**config.mk**
```make
export PLATFORM = sky130hd
export DESIGN_NAME = fetch_queue
export DESIGN_NICKNAME = d
export VERILOG_FILES = /design/src/rtl/fetch_queue.sv
export SDC_FILE = /design/constraint.sdc
export NUM_CORES = 1
export LEC_CHECK = 0
export CORE_UTILIZATION = 51
export CTS_CLUSTER_SIZE = 40
export DETAILED_ROUTE_END_ITERATION = 8
export HOLD_SLACK_MARGIN = 0.02
export PLACE_DENSITY_LB_ADDON = 0.08
export SYNTH_ARGS = -nofsm -noshare
export SYNTH_HDL_FRONTEND = slang
export SYNTH_SLANG_ARGS = --single-unit
```
**constraint.sdc**
```tcl
create_clock -name clk -period 3.8 [get_ports clk]
set_input_delay 0.76 -clock clk [delete_from_list [all_inputs] [get_ports clk]]
set_output_delay 0.76 -clock clk [all_outputs]
set_load 0.01 [all_outputs]
```
**src/rtl/fetch_queue.sv**
```systemverilog
// Instruction prefetch queue between fetch and decode: a circular buffer of
// {pc, instr} pairs with valid/ready handshakes and a wrong-path flush.
module fetch_queue #(
    parameter int unsigned N     = 64,
    parameter int unsigned DEPTH = 4
) (
    input  logic                       clk,
    input  logic                       reset,
    input  logic                       enq_valid_F,
    input  logic [N-1:0]               enq_pc_F,
    input  logic [31:0]                enq_instr_F,
    output logic                       enq_ready_F,
    output logic                       deq_valid_D,
    output logic [N-1:0]               deq_pc_D,
    output logic [31:0]                deq_instr_D,
    input  logic                       deq_ready_D,
    input  logic                       flush,
    output logic [$clog2(DEPTH):0]     count
);

    localparam int unsigned PW = $clog2(DEPTH);
    localparam int unsigned CW = PW + 1;
    localparam int unsigned EW = N + 32;

    logic [EW-1:0] mem_q [DEPTH];
    logic [PW-1:0] wr_ptr_q, wr_ptr_d;
    logic [PW-1:0] rd_ptr_q, rd_ptr_d;
    logic [CW-1:0] count_q, count_d;
    logic          enq_fire_c;
    logic          deq_fire_c;
    logic [EW-1:0] head_c;

    // Handshake qualifiers; flush masks both sides for the whole cycle
    assign enq_ready_F = (count_q != CW'(DEPTH)) & ~flush;
    assign deq_valid_D = (count_q != '0) & ~flush;
    assign enq_fire_c  = enq_valid_F & enq_ready_F;
    assign deq_fire_c  = deq_valid_D & deq_ready_D;

    assign head_c      = mem_q[rd_ptr_q];
    assign deq_pc_D    = head_c[EW-1:32];
    assign deq_instr_D = head_c[31:0];
    assign count       = count_q;

    // Pointer and occupancy next-state
    always_comb begin
        wr_ptr_d = wr_ptr_q;
        rd_ptr_d = rd_ptr_q;
        count_d  = count_q;
        if (flush) begin
            wr_ptr_d = '0;
            rd_ptr_d = '0;
            count_d  = '0;
        end else begin
            if (enq_fire_c) begin
                wr_ptr_d = wr_ptr_q + PW'(1);
            end
            if (deq_fire_c) begin
                rd_ptr_d = rd_ptr_q + PW'(1);
            end
            case ({enq_fire_c, deq_fire_c})
                2'b10:   count_d = count_q + CW'(1);
                2'b01:   count_d = count_q - CW'(1);
                default: count_d = count_q;
            endcase
        end
    end

    always_ff @(posedge clk) begin
        if (reset) begin
            wr_ptr_q <= '0;
            rd_ptr_q <= '0;
            count_q  <= '0;
        end else begin
            wr_ptr_q <= wr_ptr_d;
            rd_ptr_q <= rd_ptr_d;
            count_q  <= count_d;
        end
    end

    // Storage is cleared only by reset; a flush just abandons the contents
    always_ff @(posedge clk) begin
        if (reset) begin
            for (int i = 0; i < int'(DEPTH); i++) begin
                mem_q[i] <= '0;
            end
        end else if (enq_fire_c) begin
            mem_q[wr_ptr_q] <= {enq_pc_F, enq_instr_F};
        end
    end

endmodule

```
Word-level counts from Yosys, hierarchy flattened
Memory sizes are Yosys's and may differ from the RTL's. A register that Yosys moved wholly into a read port is not among the register bits.
Index checks and enable logic that the tools add are counted.
{"block": "word_totals", "ff_bits": 7, "ram_bits": 384, "input_bits": 101, "n_memories": 1, "latch_bits": 0, "wordCells": 31, "mem_bits_ro": 0}
{"block": "op_classes", "n_mux": 11, "n_lt_le_gt_ge": 0, "eq_ne": 3, "n_div": 0, "n_shift": 0, "n_bitwise": 5, "n_mul": 0, "reduce_logical": 4, "n_addsub": 4}
{"memory": "mem_q", "words": 4, "width": 96, "rd": 1, "rd_clocked_by_memory_dff": 1, "write_ports": 4, "line_no": "25", "rtl": "logic [EW-1:0] mem_q [DEPTH];"}
{"operator": "$mux 96", "count": 1}
{"operator": "$reduce_or 96->1", "count": 1}
{"operator": "$mux 1", "count": 6}
{"operator": "$mux 2", "count": 3}
{"operator": "$pmux 3 s2", "count": 1}
{"operator": "$add 2x1->2 const B", "count": 2}
{"operator": "$and 1x1->1", "count": 4}
{"operator": "$add 3x1->3 const B", "count": 1}
{"operator": "$ne 3x3->1 const B", "count": 1}
{"operator": "$reduce_bool 3->1", "count": 1}
{"operator": "$sub 3x1->3 const B", "count": 1}
{"operator": "$eq 2x1->1 const B", "count": 1}
{"operator": "$eq 2x2->1 const B", "count": 1}
{"operator": "$reduce_bool 2->1", "count": 1}
{"operator": "$reduce_or 2->1", "count": 1}
{"operator": "$not 1->1", "count": 1}

Depth between registers and ports, before layout
{"block": "depth", "depth_word": 8, "mapped_depth": 10, "ltp_nobuf": 9}

Least setup slack after synthesis
OpenSTA, ideal clock, no wires.
{"block": "synth_path", "kind": "in2reg", "from": "in flush", "to": "mem mem_q[0][0] in the netlist's numbering (enable)", "path_slack_ns": 0.088, "t_arrival_ns": 3.258, "cell_stages": 4, "n_path_buf": 1, "setup_ns": 0.453, "t_required_ns": 3.347, "path_cell_list": "buf_2 -> nand2b_4 -> nor2_1 -> a21o_1"}
{"item": "from (decl)", "line_no": "17", "rtl": "input logic flush,"}
{"item": "to (decl)", "line_no": "25"}

==> results_dict.tcl <==
set metrics [dict create \
    synth_edf_count 384 \
    first_iter_violations 658 \
    max_freq_mhz 302 \
    drt-wirelength-per-cell_um 21.9 \
    crit_type "register to primary output" \
    multi_input_area_um2 4950 \
    p_sw_w 0.00204 \
    syn_avg_cell_area_um2 16.8 \
    status "finished clean" \
    initial_core_util 0.522 \
    power_density_nw_per_um2 463 \
    clockBufferDepth 3 \
    timing_hold_violations_final 0 \
    min_period_ns 3.31 \
    post_cts_buffers 0 \
    routed_wl_um 36700 \
    syn_inst 1014 \
    die_w_um 185 \
    ir_drop_mv 0.249 \
    drive_gt1_frac 0.183 \
    p_leak_nw 8.29 \
    drc 0 \
    p_int_w 0.00769 \
    pre_cts_slack_ns 0.529 \
    finalSetupViolCount 0 \
    required_ns 3.04 \
    yosys_warnings 0 \
    cts_root_buf "clkbuf_16" \
    layout_commonest_cell "edfxtp_1" \
    die_h_um 185 \
    overflow 0 \
    syn_nets 1117 \
    cts_resized 0 \
    ys_ff_latch 393 \
    ys_seq_area_frac 0.686 \
    clock-sinks 393 \
    end_kind "primary output" \
    antenna_found_initial 5 \
    period_share 0.871 \
    htree_levels 2 \
    numCtsBuffers 42 \
    rows 66 \
    final_antenna_net_count 0 \
    startpoint_type "register" \
    cp_max_fo 41 \
    combPwrFrac 0.076 \
    dpl.cell_count 1592 \
    fin_nets 1297 \
    grt_max_degree 157 \
    area_growth_pct 23.2 \
    critPathArrivalTime_ns 2.55 \
    clock_skew_ns 0.0107 \
    swShare 0.209 \
    synth-async-reset-ratio 0 \
    fillers 2388 \
    ioPinCount 202 \
    die_area_um2 34200 \
    setup_tns_ns 0 \
    clockPowerShare 0.409 \
    ys.flop_type "edfxtp_1" \
    cts_tree "built" \
    grt_pass1_vias 9818 \
    clock_latency_ns 0.53 \
    first_pass_iters 5 \
    routed_via_density 5.71 \
    worstMarginPinSlew_ns 1.10 \
    clk_pin_slew_ns 0.06 \
    drv_cap 0 \
    grt_use_total 0.221 \
    holdWs_ns 0.507 \
    layout_common_cells "384 x edfxtp_1, 259 x and3_1, 201 x clkdlybuf4s50_1" \
    dr_total_vias 9560 \
    core_area_um2 32700 \
    rsz0062_at_grt "false" \
    slew_viol_final 0 \
    slew_headroom 0.263 \
    finalPower_w 0.00973 \
    regArea_um2 11700 \
    port_buffers 201 \
    pwr-share-seq 0.515 \
    finalNonFillerCells 1674 \
    fin_ws_ns 0.492 \
    mappedNetlistArea_um2 17100 \
    cts_hold_buf 0 \
    hpwl_um 20700 \
    grt_pass1_wl_um 56500 \
    yosysUniqueCellTypes 32 \
    place.gp.congestion 0.737 \
    hp-class "register to register" \
]
## critical path, stage by stage, from the launching register on
cell and delay (ns):
dfxtp_4 0.52, buf_12 0.36, mux4_2 0.56, clkdlybuf4s50_1 0.57
## cell usage after synthesis, types with 2 or more instances
library cell | count | area [um2]
and2_1 | 96 | 601
inv_1 | 4 | 15.0
nand2_1 | 2 | 7.51
dfxtp_1 | 9 | 180
mux2i_1 | 2 | 20.0
buf_2 | 20 | 100
o21ai_0 | 2 | 10.0
and3_1 | 259 | 1620
or3_1 | 3 | 18.8
and3_2 | 29 | 218
a21o_1 | 3 | 22.5
a21boi_0 | 2 | 15.0
nor2_1 | 6 | 22.5
mux4_2 | 96 | 2160
edfxtp_1 | 384 | 11500
nor3b_1 | 2 | 15.0
clkbuf_2 | 30 | 150
nor2b_1 | 2 | 12.5
clkbuf_1 | 41 | 154
xor2_1 | 3 | 26.3
buf_4 | 2 | 15.0
buf_1 | 4 | 15.0
nor3_1 | 4 | 20.0
## power groups by stage
stage / Sequential, W / Combinational [W] / Clock, W
2_1_floorplan: 0.00510 / 0.000319 / 0
3_3_place_gp: 0.00510 / 0.000745 / 0
3_5_place_dp: 0.00511 / 0.000747 / 0
4_1_cts: 0.00502 / 0.000751 / 0.00404
5_1_grt: 0.00503 / 0.000794 / 0.00421
6_report: 0.00501 / 0.000740 / 0.00398
## final timing paths
kind	start	endpoint	slack (ns)	cells after the start
worst max register to register	count[0]	count[2]	1.32	8
worst min-delay path	rd_ptr_q[0]	rd_ptr_q[0]	0.51	2
worst min register to register	rd_ptr_q[0]	rd_ptr_q[0]	0.51	2
worst max-delay path	register	deq_instr_D[11]	0.49	3
## stage by stage
stage                     utilization  instance area (um2)
final                           0.643                21000
after global routing            0.643                21000
after CTS                       0.643                21000
after detailed placement        0.601                19700
after global placement          0.601                19700
after floorplan                     -                17100
## routing by layer
metal / up-vias / global-route usage / share of wire
li1: 4361 / - / -
met1: 4869 / 0.309 / 0.44
met2: 270 / 0.350 / 0.48
met3: 54 / 0.0495 / 0.066
met4: 6 / 0.0595 / 0.018
met5: - / 0 / 0.0013
## cell type report
| cell class | instances | area share |
|---|---|---|
| repair buffers | 233 | 0.115 |
| clock buffers | 53 | 0.0550 |
| well taps | 442 | 0.0263 |
| multi-input cells | 520 | 0.236 |
| diodes | 4 | 0.000476 |
| clock inverters | 25 | 0.00910 |
| inverters | 4 | 0.000714 |
| flip-flops and latches | 393 | 0.557 |
## kinds of logic after synthesis
kind of cell / synth area share
AOI/OAI and AO/OA: 0.00462
muxes: 0.128
adders and majority gates: 0.00191
DFF: 0.686
and+or+nand+nor: 0.151
xor gates and xnor gates: 0.00154
buffers and inverters: 0.0263
## sequential cells by signal, summed over array words and instances, names as in the netlist, named ones only
name,cells
mem_q,384
count,3
rd_ptr_q,2
wr_ptr_q,2
(Power assumes the default switching activity.)
==> RTL edit 1 (same settings) <==
Set the parameter `DEPTH` to 8 (it was 4).
--- a/src/rtl/fetch_queue.sv
+++ b/src/rtl/fetch_queue.sv
@@ -4,3 +4,3 @@
     parameter int unsigned N     = 64,
-    parameter int unsigned DEPTH = 4
+    parameter int unsigned DEPTH = 8
 ) (
Ports: changed (resized count); port bits go from 202 to 203. The function was not compared with the original's and may differ.
==> RTL edit 1 against the unedited design <==
- sequential cell count up 388
- setup slack worse by 360 ps
- critical endpoint is now deq_instr_D[22]
- power up 91%
- sequential power up 97%
- largest power group unchanged
- maximum frequency down 9.8%
- sequential share of layout area up 3.3 points
- first-iteration DRC count rose to 2.8 times the old value
- area after synthesis up 98%
- clock skew up 10 ps
- final area up 88%
- synthesized cell count up 120%
- routed wire length up 130%
==> RTL edit 1: results <==
[placed_design]
dp.final_hpwl_um = 44900
dp.cells = 3221
port_buffers = 202
placed_area_um2 = 37100
post-place-ws_ps = 627

[power]
p_per_area_nw_per_um2 = 469
pwr-share-clk_pct = 40.7
sw_frac_of_total_pct = 21.2
vdd_drop_max_mv = 0.322

[floorplan]
rows = 93

[route]
via_count = 19900
routed_wl_um = 84500
via_per_inst = 5.92

[setup_path]
reg2reg_depth = 5
rr_endpoint = "mem_q[3][77]$_SDFFCE_PN0P_"
rrSetupSlack_ps = 1090

[timing]
holdWs_ps = 512
finalCritPeriodShare_pct = 96.5
fin_skew_ps = 20.9
maxSlewHeadroom_pct = 29.3

[layout]
largest_register_ffs = 768
multi_input_area_share_pct = 24.9
multi_input_cells = 1323
layout-drive-gt1-share_pct = 18.8
n_fill_cell = 4911
inv_count = 5
clkCellAreaFrac_pct = 6.24

[min_path]
min_from = "rd_ptr_q[1]$_SDFFE_PP0P_"

[cts]
cts_sinks = 781
cts_max_level = 3
insertion_delay_ps = 620

[synth]
ys_top_cells_by_count = "edfxtp_1, nor2_1, nand2_1, mux4_2, mux2_2"
syn_inst = 2271
synth_area_leaders = "edfxtp_1, mux4_2, nor2_1, mux2_2, nand2_1"
seq_area_frac_synth_pct = 69.0

[grt]
grtUsageTotal_pct = 25.8
first_global_vias = 20900
antenna_found_initial = 13

[run_status]
status = "finished clean"
## RTL edit 1: layer usage
metal	GRT usage, %	vias to the layer above	wire (um)	part of all wire (%)
met3	4.65	152	6950	8.2
met2	41.6	843	40800	48
li1	-	8637	-	-
met4	8.48	16	2240	2.7
met1	35.7	10300	34300	41
met5	0	-	103	0.12
## RTL edit 1: logic make-up (layout without fill, tap and decap cells)
| family | Yosys count | in the layout | synth area share [%] |
|---|---|---|---|
| compound gates | 16 | 16 | 0.311 |
| xor+xnor | 5 | 5 | 0.130 |
| fa+ha+maj | 6 | 6 | 0.244 |
| buf+inv | 167 | 399 | 2.19 |
| flops | 781 | 781 | 69.0 |
| mux | 289 | 289 | 16.0 |
| other cells | 0 | 4 | 0 |
| simple gates | 1007 | 1007 | 12.0 |
## RTL edit 1: worst max-delay path: cells and delay by family (launching register included)
kind	cells	cell delay (ps)
buffers and inverters	2	870
multiplexers	2	880
flip-flops	1	480
==> RTL edit 2 (config.mk and constraints unchanged) <==
Without the edit above. Register the output `count` once more, cleared by the reset; this adds one clock of latency there. The other outputs are not delayed to match.
--- a/src/rtl/fetch_queue.sv
+++ b/src/rtl/fetch_queue.sv
@@ -41,3 +41,9 @@
     assign deq_instr_D = head_c[31:0];
-    assign count       = count_q;
+    always_ff @(posedge clk) begin
+        if (reset) begin
+            count <= '0;
+        end else begin
+            count <= count_q;
+        end
+    end
 
Function: changed (Yosys sat finds a counterexample within 4 cycles, from zero or initial values and one cycle with reset high).
==> RTL edit 2 against the unedited design <==
- count of clock-buffer cells in the layout is 3 lower
- die area is 0.67% higher
- setup slack worse by 2.8 ps
- area after synthesis is 0.67% higher
- final area is 0.10% lower
- routed wire length is 0.56% higher
- power is 0.89% lower
- sequential cell count is 3 higher
- clock skew is 5.0 ps higher
- hold slack better by 3.2 ps
- largest cell class unchanged
==> RTL edit 2: results <==
[synth]
seq_area_frac_synth_pct = 68.5
ys_top_cells_by_count = "edfxtp_1, and3_1, and2_1, mux4_2"
synth.distinct_cells = 34
synth_area_leaders = "edfxtp_1, mux4_2, and3_1, and2_1, and3_2"
synth_nets = 1123

[layout]
layout-drive-gt1-share_pct = 18.6
n_fill_cell = 2444

[route]
dr.pass1.iters = 5
routed_wl_um = 36900
drt_iter0_drc = 719
via_per_inst = 5.64

[placed_design]
port_buffers = 201
placed_area_um2 = 19700
gp_congestion = 0.759
dp.final_hpwl_um = 20200

[power]
leakage_nw = 8.27

[setup_path]
r2r-start = "count_q[0]$_SDFFE_PP0P_"
cp_slowest_cell = "mux4_2"
path_max_fanout = 39
rr_endpoint = "count_q[2]$_SDFFE_PP0P_"

[grt]
grt_max_degree = 146
first_global_vias = 9811

[run_status]
status = "finished clean"

[timing]
worst_pin_slew_ps = 1190
holdWs_ps = 510
fin_skew_ps = 15.8

[cts]
cts_sinks = 396
RTL edit 2: cell type report:
type,instances,area (um^2),share of cell area [%]
Antenna cell,5,12.5,0.0596
Clock buffer,50,1100,5.25
Clock inverter,24,183,0.870
Inverter,4,15.0,0.0715
Multi-Input combinational cell,523,4980,23.7
Sequential cell,396,11800,56.1
Tap cell,442,553,2.63
Timing Repair Buffer,227,2380,11.3
RTL edit 2: through the flow:
| step | total power, mW | std cells | utilization [%] | worst slack (ps) |
|---|---|---|---|---|
| 6_report | 9.64 | 1671 | 63.9 | 489 |
| 5_1_grt | 9.94 | 1666 | 63.9 | 353 |
| 4_1_cts | 9.72 | 1666 | 63.9 | 412 |
| 3_5_place_dp | 5.88 | 1592 | 60.0 | 552 |
| 3_3_place_gp | 5.87 | 1592 | 60.0 | 635 |
| 2_1_floorplan | 5.45 | 1020 | - | 38.5 |
RTL edit 2: kinds of logic (layout without fill, tap and decap cells):
logic type                 after synthesis  in the layout  synth area share, %
AOI/OAI and AO/OA                       11             11                0.452
xor gates and xnor gates                 3              3                0.153
adders and majority gates                2              2                0.189
buffers and inverters                  101            305                 2.77
DFF                                    396            396                 68.5
muxes                                   98             98                 12.7
other                                    0              5                    0
and+or+nand+nor                        409            409                 15.2
RTL edit 2: metal layers:
metal | wire (um) | GRT usage, % | up-vias
met3 | 2440 | 5.15 | 52
met5 | 12 | 0 | -
met4 | 658 | 5.64 | 2
li1 | - | - | 4374
met1 | 15700 | 29.1 | 4773
met2 | 18100 | 36.3 | 221
RTL edit 2: report_power, final:
part / switching [mW] / leakage, nW / internal, mW
clock: 1.61 / 0.633 / 2.26
sequential: 0.0503 / 4.08 / 4.99
combinational: 0.357 / 3.56 / 0.375
total: 2.02 / 8.27 / 7.63
